$ cat src/rtl/tnn_loader_pkg.sv
// tnn_loader_pkg: shared state encoding, default sizes and index-width helper for the feature loader
package tnn_loader_pkg;
  typedef enum logic [1:0] {FILL, HOLD, DRAIN} state_t;
  localparam int FEAT_W_DEF = 3;
  localparam int NUM_FEATURES_DEF = 6;
  function automatic int idx_w(input int n);
    return $clog2(n);
  endfunction
endpackage

$ cat src/rtl/tnn_frame_buf.sv
// tnn_frame_buf: one frame register {data, idx, state} stepped from a caller-chosen base snapshot
module tnn_frame_buf
  import tnn_loader_pkg::*;
#(
  parameter int NF = NUM_FEATURES_DEF,
  parameter int FW = FEAT_W_DEF,
  parameter int IW = idx_w(NF),
  parameter int SW = NF * FW + IW + 2
) (
  input  logic          clk,
  input  logic          rst,
  input  logic          clr_i,
  input  logic          wr_i,
  input  logic [FW-1:0] data_i,
  input  logic          last_i,
  input  logic [SW-1:0] base_i,
  output logic [SW-1:0] snap_o,
  output logic          err_o
);
  localparam logic [IW-1:0] LAST = IW'(NF - 1);
  logic [SW-1:0]    snap_q;
  logic [NF*FW-1:0] data_d;
  logic [IW-1:0]    idx_c, idx_d;
  state_t           st_c, st_d;
  // base_i lets the top hand this buffer another buffer's contents (shadow promotion)
  always_comb begin
    {data_d, idx_c} = base_i[SW-1:2];
    st_c = state_t'(base_i[1:0]);
    if (clr_i) begin
      idx_c = '0;
      st_c = FILL;
    end
    idx_d = idx_c;
    st_d = st_c;
    err_o = 1'b0;
    if (wr_i && st_c != HOLD) begin
      if (st_c == FILL) data_d[idx_c*FW +: FW] = data_i;
      idx_d = st_c == FILL ? idx_c + IW'(1) : '0;
      if (last_i) begin
        idx_d = '0;
        st_d = (st_c == FILL && idx_c == LAST) ? HOLD : FILL;
        err_o = st_c == FILL && idx_c != LAST;
      end else if (st_c == FILL && idx_c == LAST) begin
        st_d = DRAIN;
        err_o = 1'b1;
      end
    end
  end
  always_ff @(posedge clk) snap_q <= rst ? '0 : {data_d, idx_d, st_d};
  assign snap_o = snap_q;
endmodule

$ cat src/rtl/tnn_feature_loader.sv
// tnn_feature_loader: serial feature stream to parallel frame loader; TNN_LOADER_DBUF_EN adds a shadow buffer
module tnn_feature_loader
  import tnn_loader_pkg::*;
#(
  parameter int NUM_FEATURES = NUM_FEATURES_DEF,
  parameter int FEAT_W = FEAT_W_DEF,
  parameter int CNT_W = 16
) (
  input  logic                           clk,
  input  logic                           rst,
  input  logic                           s_valid,
  output logic                           s_ready,
  input  logic [FEAT_W-1:0]              s_data,
  input  logic                           s_last,
  output logic                           m_valid,
  input  logic                           m_ready,
  output logic [NUM_FEATURES*FEAT_W-1:0] m_features,
  output logic                           err_len,
  output logic [CNT_W-1:0]               frame_cnt
);
  localparam int IW = idx_w(NUM_FEATURES);
  localparam int DW = NUM_FEATURES * FEAT_W;
  localparam int SW = DW + IW + 2;
  logic [SW-1:0]    p_snap;
  logic             p_err, s_err, p_hold, acc, dlv, err_len_q;
  logic [CNT_W-1:0] frame_cnt_q;
  assign p_hold = p_snap[1:0] == HOLD;
  assign m_valid = p_hold;
  assign m_features = p_snap[SW-1 -: DW];
  assign dlv = m_valid & m_ready;
  assign acc = s_valid & s_ready;
`ifdef TNN_LOADER_DBUF_EN
  logic [SW-1:0] s_snap;
  logic          s_hold;
  assign s_hold = s_snap[1:0] == HOLD;
  assign s_ready = !(p_hold && s_hold);
  // on delivery the primary restarts from the shadow, absorbing any beat arriving that same cycle
  tnn_frame_buf #(.NF(NUM_FEATURES), .FW(FEAT_W)) u_pri (
    .clk(clk), .rst(rst), .clr_i(1'b0), .wr_i(acc && (!p_hold || dlv)), .data_i(s_data),
    .last_i(s_last), .base_i(dlv ? s_snap : p_snap), .snap_o(p_snap), .err_o(p_err)
  );
  tnn_frame_buf #(.NF(NUM_FEATURES), .FW(FEAT_W)) u_shd (
    .clk(clk), .rst(rst), .clr_i(dlv), .wr_i(acc && p_hold && !dlv), .data_i(s_data),
    .last_i(s_last), .base_i(s_snap), .snap_o(s_snap), .err_o(s_err)
  );
`else
  assign s_ready = !p_hold;
  assign s_err = 1'b0;
  tnn_frame_buf #(.NF(NUM_FEATURES), .FW(FEAT_W)) u_pri (
    .clk(clk), .rst(rst), .clr_i(dlv), .wr_i(acc), .data_i(s_data),
    .last_i(s_last), .base_i(p_snap), .snap_o(p_snap), .err_o(p_err)
  );
`endif
  always_ff @(posedge clk) begin
    if (rst) begin
      err_len_q <= 1'b0;
      frame_cnt_q <= '0;
    end else begin
      err_len_q <= p_err | s_err;
      if (dlv) frame_cnt_q <= frame_cnt_q + CNT_W'(1);
    end
  end
  assign err_len = err_len_q;
  assign frame_cnt = frame_cnt_q;
endmodule
$ cat config.mk
export PLATFORM = sky130hd
export DESIGN_NAME = tnn_feature_loader
export DESIGN_NICKNAME = d
export VERILOG_FILES = /design/src/rtl/tnn_loader_pkg.sv /design/src/rtl/tnn_frame_buf.sv /design/src/rtl/tnn_feature_loader.sv
export SDC_FILE = /design/constraint.sdc
export NUM_CORES = 1
export LEC_CHECK = 0
export ABC_AREA = 1
export CAP_MARGIN = 20
export CORE_AREA = 2 2 71 73
export DETAILED_ROUTE_END_ITERATION = 10
export DIE_AREA = 0 0 73 75
export PLACE_DENSITY = 0.82
export SLEW_MARGIN = 40
export SYNTH_ARGS = -nofsm -noshare
export SYNTH_HDL_FRONTEND = slang
export SYNTH_SLANG_ARGS = --single-unit
export TNS_END_PERCENT = 30
$ cat constraint.sdc
create_clock -name clk -period 1.7 [get_ports clk]
set_clock_uncertainty 0.05 [all_clocks]
set_input_delay 0.255 -clock clk [delete_from_list [all_inputs] [get_ports clk]]
set_output_delay 0.255 -clock clk [all_outputs]
set_load 0.005 [all_outputs]
==> impl_results.md, run 1 <==
- Outcome: finished clean
- Finished Cell Area: ~0.0028 sq mm
- Top cell type by total area after synthesis: dfxtp_1
- Share of layout cells above drive strength 1: between 10% and 20%
- Worst Tran Pin Value: about 280 ps
- Avg Inst Size Synth: slightly below 7 sq um
- Post-synth ARST share: 0%
- Sequential share of power: 51.1%
- VDD IR-drop max: roughly 0.00057 V
- DRT Pass-1 Iters: 4
- Util after Layout: between 60 and 70%
- Slew headroom: between 80% and 90%
- Reg-to-Reg End: frame_cnt[15]$_SDFFE_PP0P_
- Met3 usage: between 4 and 5%
- RSZ-0062 raised after global routing: true
- Hold path cells: 3
- Final Cycle Share: approximately 95%
- Vias in the first global route: 1,849
- Clock Latency Late Sink: 290 ps
- Die area: between 0.005 and 0.006 sq mm
- Endpoints failing hold: 0
- Setup WS post-layout: 88.5 ps
- Critical-path top delay cell: dfxtp_2
- Max Cap Viol: 0
- CTS Root Cell: clkbuf_8
- Switching Share: roughly 25%
- Yosys Warn Count: 0
- DIE WIDTH: approximately 73 um
- Worst EP required: between 1500 and 2000 ps
- Gr usage total: a little under a fifth
- Clk pwr share: between 30% and 40%
- Gpl congestion: about 0.86
- Starting Density: between 40% and 50%
- Vias: 2,036
- Kind of critical path: reg2reg
- DR DRC count: 0
- CTS Hold Bufs: 0
- FILL cells: approximately 390
- WP data arrival: approximately 1800 ps
- Critical path, cell by cell: inv_2 > nand3_4 > buf_4 > buf_4 > nor2_1 > nand2_1 > nor2_1 > nand2_1 > o21bai_1 > nor2_1
- Final Net Count: about 370
- Cells after Synth: roughly 310
- Grt met2 use: 32.0%
- Achievable frequency: 0.621 GHz
- Routed WL per cell: between 10 and 15 um
- Number of synthesized flops with an enable pin: 0
- Reg2Reg Depth: 10
- Max Root-Sink Buffers: 2
- Clk sink count: 40
- CTS buffer count: 5
- Die Y: between 70 and 80 um
- CTS tree: yes
- Origin of the critical flop-to-flop path: u_pri.snap_o[1]$_SDFF_PP0_
- Max incr delay on CP: ~330 ps
- Area of the core: between 0.004 and 0.005 sq mm
- Crit-path max FO: 6
- Mapped Area: 0.00210 sq mm
- Initial antenna violation count: 0
- Sw Pwr: around 470 uW
- # setup viols final: 0
- Yosys cell types: 32
- 1st-iter DRT viols: between 100 and 150
- # IOs: between 40 and 50
- Main synth FF type: dfxtp_1
- Hold Path Origin: m_ready
- Area growth from synthesis to layout: 33.2%
- Hold Path Sink: frame_cnt[1]$_SDFFE_PP0P_
- Share of the synthesized area in the top cell type: a little under two fifths
- Total chip power: 1.88 mW
- Syn_nets: about 320
- Post-DP Area: approximately 0.0026 sq mm
- Gr busiest metal: met2
- Global-route wire length before repair: 7790 um
- Sum Neg Setup Slack: 0 ps
- DRT antenna net count: 0
- Logic gate share of total power: between 10 and 15%
- Drt via density: roughly 5
- Max Slew Vio Count: 0
- #FFs+latches synth: 40
- Worst slack at placement: -396 ps
- Reg2reg setup slack: between 80 and 90 ps
- Leak: between 1 and 1.5 nW
- Port buffer count: 44
- GRT overflow: 0
- Power per standard cell area: around 670 mW/mm^2
- Diode count: 0
- CP dominant cell by count: nor2_1
- Worst hold path class: in2reg
- Minimum clock period: approximately 1600 ps
- CTS HTree Levels: 2
- DP HPWL: 3440 um
- Largest net degree at the start of global routing: 20
- Worst setup SP type: register
- Final wirelength: between 4000 and 5000 um
- CP Capture Type: register
- Sequential share of the synthesized area: about two fifths
- Reg clk slew, reported paths: around 80 ps
- Cell Rows: 25
- Main area contributors after synthesis: dfxtp_1 (38%), nand2_1 (11%), nor2_1 (9.6%)
- Cell Int Power: approximately 1.4 mW
- M1 GR Usage: 20.9%
cell families (layout without fill, tap and decap cells):
| group | Yosys count | count (layout) | synth area share [%] |
|---|---|---|---|
| xor gates and xnor gates | 2 | 2 | 0.833 |
| buffers and inverters | 70 | 120 | 16.1 |
| and+or+nand+nor | 164 | 165 | 34.9 |
| DFF | 40 | 40 | 38.1 |
| adders and majority gates | 4 | 4 | 2.38 |
| AOI/OAI and AO/OA | 29 | 29 | 7.62 |
worst max-delay path by stage:
| stage | from | endpoint | cells past startpoint |
|---|---|---|---|
| finish | u_pri.snap_o[1]$_SDFF_PP0_ | frame_cnt[15]$_SDFFE_PP0P_ | 10 |
| global route | u_pri.snap_o[1]$_SDFF_PP0_ | frame_cnt[15]$_SDFFE_PP0P_ | 10 |
| detailed placement | m_ready | u_pri.snap_o[18]$_SDFFE_PP0P_ | 10 |
| floorplan | u_pri.snap_o[1]$_SDFF_PP0_ | u_pri.snap_o[13]$_SDFFE_PP0P_ | 10 |
| CTS | u_pri.snap_o[0]$_SDFF_PP0_ | s_ready | 5 |
| global placement | m_ready | u_pri.snap_o[12]$_SDFFE_PP0P_ | 11 |
through the flow:
stage | cells | hold slack, ps
finish | 414 | 399
global route | 414 | 420
CTS | 413 | 378
detailed placement | 404 | 406
global placement | 404 | 411
floorplan | 309 | 365
cell usage after synthesis (2+ instances only):
master    count
buf_4        18
o21ai_0       9
clkbuf_1      2
nand2_1      62
nor2_1       54
nand3_2       3
inv_2         2
nand3_1      30
a21oi_1      15
nor2_4        3
inv_1        44
ha_1          4
nor3_1        5
dfxtp_1      40
what timing repair did:
item / CTS / global route
hold endpoints to repair: 0 / 0
pin swaps: 4 / 6
setup endpoints to repair: 20 / 21
gates cloned: 1 / 0
resized for setup: 8 / 17
buffers inserted: 1 / 1
power groups by stage:
stage | sequential, mW | combinational [mW] | clock, mW
2_1_floorplan | 0.982 | 0.133 | 0
3_3_place_gp | 0.984 | 0.203 | 0
3_5_place_dp | 0.985 | 0.207 | 0
4_1_cts | 0.963 | 0.216 | 0.695
5_1_grt | 0.965 | 0.260 | 0.729
6_report | 0.963 | 0.238 | 0.684
registers in the layout, indices dropped and copies added, names as in the netlist:
register and cells:
frame_cnt 16, u_pri.snap_o 23, err_len 1
worst max-delay path, delay by kind of cell (launching register included):
kind / cells / cell delay, ps
AOI/OAI and AO/OA: 1 / 130
buffers and inverters: 3 / 380
DFF: 1 / 330
and+or+nand+nor: 6 / 630
routing by layer:
metal	share of wire, %	routed length (um)	vias to the layer above
li1	-	-	1045
met3	4.5	213	11
met2	49	2350	52
met5	0	0	-
met4	2.5	121	0
met1	44	2100	928
final cells by class:
type                       count  area, sq um  share of cell area [%]
multi-input combinational    200         1050                    37.4
sequential                    40          803                    28.7
timing repair buffer          66          606                    21.6
inverter                      47          179                    6.39
clock buffer                   7         96.3                    3.44
tap                           54         67.6                    2.41
cells in the final DEF (no fill, tap or decap), drive strengths merged:
master,Yosys,layout
nand2,64,64
nor2,58,59
inv,46,47
clkdlybuf4s50,0,41
dfxtp,40,40
nand3,33,33
buf,21,22
a21oi,15,15
o21ai,9,9
clkbuf,2,7
nor3,6,6
ha,4,4
dlygate4sd2,0,2
nand4,1,1
o21a,1,1
xor2,1,1
o211ai,1,1
o21bai,1,1
o22ai,1,1
nand3b,1,1
xnor2,1,1
nor4,1,1
a31oi,1,1
dlymetal6s2s,0,1
No activity file was read; power rests on OpenSTA's default activity.
==> run 2: changes to the inputs <==
--- a/config.mk
+++ b/config.mk
@@ -10,6 +10,7 @@
 export CORE_AREA = 2 2 71 73
 export DETAILED_ROUTE_END_ITERATION = 10
 export DIE_AREA = 0 0 73 75
+export GPL_TIMING_DRIVEN = 0
 export PLACE_DENSITY = 0.82
 export SLEW_MARGIN = 40
 export SYNTH_ARGS = -nofsm -noshare
==> run 2 against run 1 <==
Worst hold slack lost 77 ps. First-iteration DRC count grew 140%. Count of clock-buffer cells in the layout is the same. Sequential share of layout area shrank 2.0 points. Core utilization grew 4.9 points. Largest power group unchanged. Highest routed layer unchanged.
==> impl_results.md, run 2 (synthesis gave the netlist of run 1 again) <==
- Outcome: finished clean
- Share of layout cells above drive strength 1: between 20% and 30%
- Endpoints failing hold: 0
- Non-Filler Instances: ~430
- Drt via density: 5.05
- CTS buffer count: 5
- Final Net Count: between 300 and 400
- Die area: 0.00548 sq mm
- Reg2Reg Depth: 11
- Register area: 808 sq um
- Max Root-Sink Buffers: 2
- Vias in the first global route: just under 2,000
- Gpl congestion: roughly 0.90
- FILL cells: between 300 and 400
- Clk sink count: 40
- Port buffer count: 43
- Vias: 2,152
- Reg clk slew, reported paths: approximately 80 ps
- Worst setup SP type: register
- Cell Rows: 25
- CTS HTree Levels: 2
- Leak: about 1.3 nW
- Most common cell after layout, fill and taps aside: nand2_1
- Worst slack at placement: -550 ps
- VDD IR-drop max: 0.000436 V
- DP HPWL: roughly 3300 um
- Final wirelength: between 5000 and 6000 um
- Hold Path Origin: rst
- Starting Density: between 40% and 50%
- Slew headroom: 67.9%
- Logic gate share of total power: 13.4%
- Worst hold path class: in2reg
- Origin of the critical flop-to-flop path: u_pri.snap_o[1]$_SDFF_PP0_
- DR DRC count: 0
- Critical path, cell by cell: inv_4 > nand3_4 > buf_8 > nand2_8 > inv_2 > ha_2 > nand2_2 > inv_1 > nand2_1 > nand3_1 > a21oi_2
- Minimum clock period: ~1600 ps
- Crit-path max FO: 7
- Area of the core: between 0.004 and 0.005 sq mm
- CTS tree: yes
- Reg-to-Reg End: err_len$_SDFF_PP0_
- Initial antenna violation count: 0
- Finished Cell Area: approximately 0.003 sq mm
- CTS Hold Bufs: 0
- Kind of critical path: reg2reg
- RSZ-0062 raised after global routing: true
- # setup viols final: 0
- Routed WL per cell: approximately 13 um
- Critical-path top delay cell: dfxtp_4
- Post-DP Area: 0.00260 sq mm
- Hold path cells: 2
- CTS Root Cell: clkbuf_8
- CP Capture Type: register
- Final Cycle Share: 96.9%
- WP data arrival: around 1800 ps
- Die Y: 75 um
- Area growth from synthesis to layout: 44.0%
- Worst EP required: approximately 1900 ps
- Setup WS post-layout: around 53 ps
- Clock Latency Late Sink: ~300 ps
- Gr usage total: around a fifth
- Hold Path Sink: frame_cnt[11]$_SDFFE_PP0P_
- Largest register FFs: 23
- Max incr delay on CP: 360 ps
- Max Slew Vio Count: 0
- Diode count: 0
- DIE WIDTH: 73 um
- Multi-input gate area: roughly 0.0012 sq mm
- Switching Share: 24.6%
- GRT overflow: 0
- 1st-iter DRT viols: between 200 and 300
- Power per standard cell area: between 600 and 700 mW/mm^2
- Placed insts: 406
- Worst Tran Pin Value: around 480 ps
- Clk pwr share: 40.9%
- Commonest non-fill, non-tap cells in the layout: nand2_1 (57), nor2_1 (50), inv_1 (41)
- DRT antenna net count: 0
- Largest net degree at the start of global routing: 13
- Sw Pwr: around 520 uW
- Achievable frequency: around 0.61 GHz
- Util after Layout: around 65%
- Sequential share of power: between 40% and 50%
- Cell Int Power: 1.59 mW
- DRT Pass-1 Iters: 4
- Global-route wire length before repair: about 8300 um
- # IOs: 45
- Total chip power: around 2.1 mW
- Reg2reg setup slack: ~53 ps
- Max Cap Viol: 0
[run 2: cell types whose count changed in the layout (fill, tap and decap cells not counted), moves of 2 or more]
cell and delta:
buf_4 +7, clkbuf_1 +2, dfxtp_2 -2, dfxtp_4 +2, inv_1 -2, nand2_1 -3
nand2_8 +2, nand3_1 -2, nand3_4 +2, nor2_2 -2, nor2_4 +2, nor3_4 +2
[run 2: worst max-delay path by stage]
stage	startpoint	end	slack [ps]
floorplan	u_pri.snap_o[1]$_SDFF_PP0_	u_pri.snap_o[13]$_SDFFE_PP0P_	10
global placement	m_ready	u_pri.snap_o[10]$_SDFFE_PP0P_	-530
detailed placement	m_ready	u_pri.snap_o[14]$_SDFFE_PP0P_	-550
CTS	u_pri.snap_o[1]$_SDFF_PP0_	u_pri.snap_o[5]$_SDFFE_PP0P_	10
global route	u_pri.snap_o[1]$_SDFF_PP0_	u_pri.snap_o[5]$_SDFFE_PP0P_	-30
finish	u_pri.snap_o[1]$_SDFF_PP0_	err_len$_SDFF_PP0_	50
[run 2: repair_timing]
item / 4_1_cts / 5_1_grt
setup buffers: 5 / 6
setup endpoints to repair: 23 / 20
gates cloned: 1 / 0
pin swaps: 5 / 11
resized for setup: 23 / 29
[run 2: routing by layer]
layer  GRT usage, %  vias up  wire (um)
met2           33.4       74       2690
li1               -     1075          -
met3           5.09       17        316
met4           9.47        0        153
met1           22.9      986       2220
met5              0        -          0
[run 2: power by group through the flow]
stage,logic [mW],clock network (mW),registers (mW)
after global placement,0.198,0,0.985
after floorplan,0.133,0,0.982
after CTS,0.234,0.869,0.960
after global routing,0.307,0.909,0.963
final,0.281,0.861,0.962
after detailed placement,0.204,0,0.984
[run 2: worst max-delay path: cells and delay by family (launching register included)]
family	cells	cell delay, ps
AND/OR/NAND/NOR	5	440
flip-flops	1	360
buffers and inverters	4	330
adder cells (fa/ha/maj)	1	240
AO/OA/AOI/OAI	1	140
[run 2: final cells by class]
class,count,area share (%)
Buffer,23,5.50
Clock buffer,7,3.18
Clock inverter,1,0.992
Inverter,47,6.41
Multi-Input combinational cell,200,38.0
Sequential cell,40,26.7
Tap cell,54,2.23
Timing Repair Buffer,54,16.9
[run 2: per-stage QoR]
stage               hold slack (ps)  setup TNS [ps]
finish                          322               0
global route                    342            -142
CTS                             327               0
detailed placement              417          -11510
global placement                411          -10860
floorplan                       365               0
